===== config.mk =====
export PLATFORM = sky130hd
export DESIGN_NAME = serial_slice_cmp
export DESIGN_NICKNAME = d
export VERILOG_FILES = /design/src/rtl/cmp_pkg.sv /design/src/rtl/slice_cmp_cell.sv /design/src/rtl/serial_slice_cmp.sv
export SDC_FILE = /design/constraint.sdc
export NUM_CORES = 1
export LEC_CHECK = 0
export ABC_AREA = 1
export CORE_MARGIN = 3
export CORE_UTILIZATION = 55
export DETAILED_ROUTE_END_ITERATION = 16
export DONT_BUFFER_PORTS = 1
export PLACE_DENSITY = 0.68
export SYNTH_ARGS = -nofsm -noshare
export SYNTH_HDL_FRONTEND = slang
export SYNTH_SLANG_ARGS = --single-unit

===== constraint.sdc =====
create_clock -name clk -period 1.72 [get_ports clk]
set_input_delay 0.43 -clock clk [delete_from_list [all_inputs] [get_ports clk]]
set_output_delay 0.43 -clock clk [all_outputs]
set_load 0.005 [all_outputs]

===== src/rtl/cmp_pkg.sv =====
// Shared types and constants for the serial slice comparator.
package cmp_pkg;

    typedef enum logic [1:0] {IDLE, RUN, DONE} cmp_state_t;

    localparam int unsigned SLICE_W = 2;

endpackage


===== src/rtl/slice_cmp_cell.sv =====
// One 2-bit stage of the eq/gt comparison cascade, MSB-first.
module slice_cmp_cell
    import cmp_pkg::*;
(
    input  logic [SLICE_W-1:0] a_s,
    input  logic [SLICE_W-1:0] b_s,
    input  logic               eq_in,
    input  logic               gt_in,
    output logic               eq_out,
    output logic               gt_out
);

    // A lower slice can only decide the result while all higher slices were equal.
    assign gt_out = gt_in | (eq_in & (a_s > b_s));
    assign eq_out = eq_in & (a_s == b_s);

endmodule


===== src/rtl/serial_slice_cmp.sv =====
// Sequential unsigned comparator: walks operands MSB-first one 2-bit slice per clock,
// exits early on the first differing slice, and reports registered EQ/GT with a done pulse.
module serial_slice_cmp
    import cmp_pkg::*;
#(
    parameter int unsigned WIDTH = 8
) (
    input  logic             clk,
    input  logic             rst,
    input  logic             start,
    input  logic [WIDTH-1:0] a,
    input  logic [WIDTH-1:0] b,
    output logic             busy,
    output logic             done,
    output logic             EQ,
    output logic             GT
);

    localparam int unsigned S       = WIDTH / SLICE_W;
    localparam int unsigned IDX_W   = (S > 1) ? $clog2(S) : 1;
    localparam logic [IDX_W-1:0] IDX_TOP = IDX_W'(S - 1);

    cmp_state_t         state_q;
    logic [IDX_W-1:0]   idx_q;
    logic [WIDTH-1:0]   a_q;
    logic [WIDTH-1:0]   b_q;
    logic               eq_acc_q;
    logic               gt_acc_q;
    logic               done_q;
    logic               eq_q;
    logic               gt_q;

    logic [SLICE_W-1:0] a_slice;
    logic [SLICE_W-1:0] b_slice;
    logic               eq_acc_d;
    logic               gt_acc_d;

    assign a_slice = a_q[SLICE_W*idx_q +: SLICE_W];
    assign b_slice = b_q[SLICE_W*idx_q +: SLICE_W];

    slice_cmp_cell u_cell (
        .a_s    (a_slice),
        .b_s    (b_slice),
        .eq_in  (eq_acc_q),
        .gt_in  (gt_acc_q),
        .eq_out (eq_acc_d),
        .gt_out (gt_acc_d)
    );

    always_ff @(posedge clk) begin
        if (rst) begin
            state_q  <= IDLE;
            idx_q    <= IDX_TOP;
            a_q      <= '0;
            b_q      <= '0;
            eq_acc_q <= 1'b1;
            gt_acc_q <= 1'b0;
            done_q   <= 1'b0;
            eq_q     <= 1'b0;
            gt_q     <= 1'b0;
        end else begin
            done_q <= 1'b0;
            unique case (state_q)
                IDLE: begin
                    if (start) begin
                        a_q      <= a;
                        b_q      <= b;
                        eq_acc_q <= 1'b1;
                        gt_acc_q <= 1'b0;
                        idx_q    <= IDX_TOP;
                        state_q  <= RUN;
                    end
                end
                RUN: begin
                    eq_acc_q <= eq_acc_d;
                    gt_acc_q <= gt_acc_d;
                    // Exit is decided before the decrement so idx never wraps.
                    if (!eq_acc_d || (idx_q == '0)) begin
                        state_q <= DONE;
                    end else begin
                        idx_q <= idx_q - 1'b1;
                    end
                end
                DONE: begin
                    done_q  <= 1'b1;
                    eq_q    <= eq_acc_q;
                    gt_q    <= gt_acc_q;
                    state_q <= IDLE;
                end
                default: state_q <= IDLE;
            endcase
        end
    end

    assign busy = (state_q != IDLE);
    assign done = done_q;
    assign EQ   = eq_q;
    assign GT   = gt_q;

endmodule


## After elaboration in Yosys (flattened, before gate mapping)

Cells that the tools add are included.

- Register bits: 25
- Latch bits: 0
- RAM bits: 0
- ROM bits: 0
- Bits of input ports: 19
- Output and inout port bits: 4
- Logic and storage cells: 43
- Memories: 0

- Add/subtract/negate cells: 1
- Multiply operators: 0
- Divide/modulo/power cells: 0
- Order comparisons: 1
- Equality and inequality tests: 6
- Shift operators: 2
- Mux-type cells: 11
- Bitwise logic cells: 3
- Reduce and logical (&&, ||, !) cells: 10

Operators with widths:

| operator | count |
|---|---|
| 8-bit by 4-bit variable part select with 2-bit output | 2 |
| 2-bit 2-to-1 mux | 4 |
| 2-bit case mux with 2 select lines | 2 |
| 2-bit inequality test, second input constant | 3 |
| 2-bit AND reduction | 3 |
| 2-bit zero test | 2 |
| 1-bit case mux with 2 select lines | 2 |
| 2-bit nonzero test | 2 |
| 1-bit 2-to-1 mux | 3 |
| 3-bit AND reduction | 1 |
| 1-bit bitwise AND | 2 |
| 2-bit by 1-bit equality test with 1-bit output, second input constant | 1 |
| 2-bit equality test | 1 |
| 2-bit equality test, second input constant | 1 |
| 2-bit greater-than comparator | 1 |
| 2-bit by 1-bit subtractor with 2-bit output, second input constant | 1 |
| 1-bit zero test | 1 |
| 1-bit logical OR | 1 |
| 1-bit OR | 1 |

## Depth between registers and ports, before layout

Gate-level depths: netlist of run 1.

- Depth in word-level cells: 7
- Gate-level depth with buffers: 10
- Gate-level depth less buffers: 10

## Modules after synthesis

From an unflattened synthesis of run 1, not the netlist that was laid out.

- Cell total of the unflattened synthesis: 155
- Area total of the unflattened synthesis: 1119.8 um^2

Modules (own cells, without submodules):

| module | instances | cells an instance | area each (um^2) | seq. area each (um^2) |
|---|---|---|---|---|
| serial_slice_cmp | 1 | 140 | 1044.8 | 500.5 |
| slice_cmp_cell | 1 | 15 | 75.1 | 0.0 |

## Least setup slack after synthesis of run 1

OpenSTA, ideal clock, no wires.

- Path kind: register to register
- Start: register idx_q[0]
- End: register idx_q[0]
- Library setup time: 0.122 ns
- Arrival time: 1.457 ns
- Required time: 1.598 ns
- Slack: 0.141 ns
- Cell stages (with the launch flop): 10
- Path buffers: 1
- Clock period less this slack: 1.579 ns
- Cell sequence: dfxtp_1 -> buf_2 -> o21ai_0 -> o22a_1 -> ha_1 -> nand2_1 -> nor2_1 -> nand2_1 -> nand3_1 -> nand3_1

- Cells in the longest elaborated chain, start to end: 7
- Elaborated cells on any way between the ends: 12
- Classes of those cells: add/sub: 1; eq/ne: 2; shift: 2; mux: 2; bitwise: 1; reduce/logical: 4

Ends and longest elaborated chain:

| element | line | source |
|---|---|---|
| start: declaration | serial_slice_cmp.sv:24 | `logic [IDX_W-1:0] idx_q;` |
| start signal: assignment | serial_slice_cmp.sv:81 | `idx_q <= idx_q - 1'b1;` |
| 8-bit by 4-bit variable part select with 2-bit output (on tied branches) | serial_slice_cmp.sv:38, serial_slice_cmp.sv:39 |  |
| 2-bit equality test | slice_cmp_cell.sv:15 | `assign eq_out = eq_in & (a_s == b_s);` |
| 1-bit bitwise AND | slice_cmp_cell.sv:15 |  |
| 1-bit zero test | serial_slice_cmp.sv:78 | `if (!eq_acc_d \|\| (idx_q == '0)) begin` |
| 1-bit logical OR | serial_slice_cmp.sv:78 |  |
| 2-bit inequality test (no source line) | -- |  |
| 3-bit AND reduction (no source line) | -- |  |

Parallel ways exist; a longest one is shown, timed or not. The select of a mux whose other input is x is not followed.
A chain may end at the register's enable or synchronous reset.

## Final worst setup path of run 1

- Start: register idx_q[0]
- End: register eq_acc_q

- Cells in the longest elaborated chain, start to end: 4
- Elaborated cells on any way between the ends: 5
- Classes of those cells: eq/ne: 1; shift: 2; mux: 1; bitwise: 1

Ends and longest elaborated chain:

| element | line | source |
|---|---|---|
| 8-bit by 4-bit variable part select with 2-bit output (on tied branches) | serial_slice_cmp.sv:38, serial_slice_cmp.sv:39 |  |
| 2-bit equality test * | slice_cmp_cell.sv:15 |  |
| 1-bit bitwise AND * | slice_cmp_cell.sv:15 |  |
| 1-bit case mux with 2 select lines * | serial_slice_cmp.sv:63 | `unique case (state_q)` |
| end signal: assignment | serial_slice_cmp.sv:75 | `eq_acc_q <= eq_acc_d;` |
| end: declaration | serial_slice_cmp.sv:27 | `logic eq_acc_q;` |

Every way passes the cells marked *; elsewhere a longest branch is shown, timed or not.

==> results.py, run 1 <==
metrics = {
    "place": {
        "io_buffers": 0,
        "hpwl_um": 1580,
        "place_ws_ns": -0.0189,
        "place_inst": 169,
        "gp_congestion": 0.881,
        "placed_area_sq_um": 1090,
    },
    "floorplanning": {
        "pin_count": 23,
        "die_h_um": 50.1,
        "start_util_pct": 59.9,
        "die_w_um": 50.1,
        "die-area_sq_um": 2510,
        "core_area_sq_um": 1780,
        "rows": 15,
    },
    "global_routing": {
        "antenna_found_initial": 0,
        "grt_pass1_wl_um": 3660,
        "grt_busiest_layer": "met2",
        "grt_use_met1_pct": 22.4,
        "grt_max_degree": 23,
        "globalRouteTotalUtil_pct": 19.0,
        "grt_use_met2_pct": 32.4,
        "grt_pass1_vias": 846,
        "overflow": 0,
        "grt.met3_usage_pct": 6.65,
    },
    "layout": {
        "nFillCells": 153,
        "seq_area_sq_um": 505,
        "multi_input_area_sq_um": 577,
        "fin_util_pct": 69.6,
        "antenna_cells_inserted": 0,
        "finalNetCount": 174,
        "final_cell_mix": "nor2_1, dfxtp_1, o21ai_0",
        "drive_above_1_share_pct": 19.9,
        "stdcell_area_sq_um": 1240,
        "stdcell_count": 176,
        "syn2layout_area_growth_pct": 16.3,
        "final_common_cell": "nor2_1",
    },
    "sta": {
        "fin_tns_setup_ns": 0,
        "period_share_pct": 97.4,
        "hold_violations": 0,
        "slew_headroom_pct": 64.1,
        "setup_slack_ns": 0.0442,
        "drv_slew": 0,
        "max_freq_mhz": 597,
        "skew_ns": 0.0209,
        "setup_viol": 0,
        "rsz0062_at_grt": "true",
        "tightestPinTransition_ns": 0.537,
        "final.min_clock_period_ns": 1.68,
        "timing.hold.ws_ns": 0.132,
    },
    "power": {
        "p_int_mw": 1.12,
        "p_clk_share_pct": 16.2,
        "powerDensity_nw_per_um2": 1430,
        "pwr-share-comb_pct": 43.0,
        "seqPwrFrac_pct": 40.9,
        "switchingPower_mw": 0.656,
        "power_mw": 1.78,
        "ir_drop_mv": 1.05,
        "sw_frac_of_total_pct": 36.9,
        "leakagePower_nw": 0.560,
    },
    "logic_synthesis": {
        "ys_seq_area_share_pct": 46.9,
        "syn_nets": 169,
        "synth_area_sq_um": 1070,
        "ys_seq_elements": 25,
        "synth_cells": 147,
        "async_reset_ff_share_pct": 0,
        "syn_area_per_cell_sq_um": 7.26,
        "ys_types": 18,
        "synth_warnings": 0,
        "ys.flop_type": "dfxtp_1",
        "synth-edff-count": 0,
    },
    "worst_setup_path": {
        "critical_path.top_delay_family": "compound AO/OA/AOI/OAI gates",
        "path_max_fanout": 5,
        "worstPathRequired_ns": 1.95,
        "r2r-end": "eq_acc_q$_SDFFE_PP1P_",
        "setup.worst_path.end": "eq_acc_q$_SDFFE_PP1P_",
        "critical_path_cell_count": 9,
        "cpPeakStageDelay_ns": 0.41,
        "criticalPathCategory": "reg -> reg",
        "cp.arrival_ns": 1.91,
        "r2r_setup_slack_ns": 0.04,
        "critPathSlowestCell": "dfxtp_4",
        "startpoint": "idx_q[0]$_SDFFE_PP1P_",
        "end_kind": "flop",
        "crit_chain": "buf_6, o21ai_2, o22a_1, ha_4, nand2_4, nor2_4, buf_4, o22ai_2, nand2_1",
        "critPathBufInv": 2,
        "r2r_cells": 9,
        "start_kind": "flop",
        "reg2reg_from": "idx_q[0]$_SDFFE_PP1P_",
    },
    "cts": {
        "ctsRootBufferMaster": "clkbuf_4",
        "clkLatencyLatePin_ns": 0.34,
        "htreeDepth": 1,
        "cts_buffers": 3,
        "hold_buffers": 0,
        "clock_sinks": 25,
        "clock_path_buffers": 2,
        "path_clk_slew_ns": 0.16,
        "cts_tree": "yes",
    },
    "drt": {
        "routed_wirelength_um": 2420,
        "drtPass1Iterations": 4,
        "wl_per_cell_um": 13.7,
        "post-route-drc-count": 0,
        "routed-via-count": 940,
        "drtAntennaViolNets": 0,
        "dr.first_iter.drc_count": 10,
        "avgViaCountPerCell": 5.34,
    },
    "min_path": {
        "min_path_type": "in -> reg",
    },
    "job": {
        "max_cap_viol_count": 0,
    },
    "status": {
        "status": "finished clean",
    },
}
## final cells by class
cell class	count	share of cell area, %
well taps	25	2.52
clock buffers	3	1.81
inverters	10	3.23
flip-flops and latches	25	40.7
clock inverters	1	0.706
multi-input cells	106	46.5
repair buffers	6	4.54
## registers in the layout (all words and copies together) (netlist names)
| register | count |
|---|---|
| EQ | 1 |
| GT | 1 |
| a_q | 8 |
| b_q | 8 |
| done | 1 |
| eq_acc_q | 1 |
| gt_acc_q | 1 |
| idx_q | 2 |
| state_q | 2 |
## Yosys cell counts (2+ instances only)
library cell	n	area (sq um)
o21ai_0	26	130
nand3_1	4	20.0
buf_2	3	15.0
o22ai_1	3	18.8
a21oi_1	4	20.0
o22a_1	2	17.5
inv_1	6	22.5
inv_2	3	11.3
nand2_1	14	52.6
dfxtp_1	25	500
ha_1	3	37.5
nor2_1	48	180
## kinds of logic (layout without fill, tap and decap cells)
kind of cell    after synthesis  in the layout  synth area share, %
flops                        25             25                 46.9
fa+ha+maj                     3              3                 3.52
compound gates               36             36                 18.2
buf+inv                      16             20                 6.80
simple gates                 67             67                 24.6
## worst min path at each step
stage	start	end	slack (ns)	cells past startpoint
final	rst	state_q[0]$_SDFFE_PP0P_	0.13	1
after global routing	rst	state_q[1]$_SDFFE_PP0P_	0.1	1
after CTS	rst	state_q[0]$_SDFFE_PP0P_	0.13	1
after detailed placement	eq_acc_q$_SDFFE_PP1P_	eq_acc_q$_SDFFE_PP1P_	0.47	2
after global placement	b_q[5]$_SDFFE_PP0P_	b_q[5]$_SDFFE_PP0P_	0.46	2
after floorplan	eq_acc_q$_SDFFE_PP1P_	eq_acc_q$_SDFFE_PP1P_	0.44	2
## per-layer routing
| metal | part of all wire, % | wire [um] |
|---|---|---|
| met5 | 0 | 0 |
| met4 | 1.7 | 40 |
| met3 | 5.0 | 121 |
| met2 | 52 | 1260 |
| met1 | 41 | 999 |
## repair_timing
item | 4_1_cts | 5_1_grt
setup buffers | 0 | 2
cloned | 0 | 1
resized for setup | 3 | 30
endpoints found under the setup margin | 2 | 5
pin swaps | 0 | 14
## power groups by stage
stage	Sequential [mW]	Combinational, mW	Clock [mW]
2_1_floorplan	0.707	0.378	0
3_3_place_gp	0.723	0.454	0
3_5_place_dp	0.723	0.476	0
4_1_cts	0.712	0.484	0.289
5_1_grt	0.737	0.839	0.317
6_report	0.726	0.764	0.287
No activity file was read; power rests on OpenSTA's default activity.
==> run 2, diff against run 1 <==
--- a/config.mk
+++ b/config.mk
@@ -11,6 +11,7 @@
 export DETAILED_ROUTE_END_ITERATION = 16
 export DONT_BUFFER_PORTS = 1
 export PLACE_DENSITY = 0.68
+export SLEW_MARGIN = 20
 export SYNTH_ARGS = -nofsm -noshare
 export SYNTH_HDL_FRONTEND = slang
 export SYNTH_SLANG_ARGS = --single-unit
==> results of run 2 <==
Same layout as run 1: the final DEF is identical, and so are final timing and power.
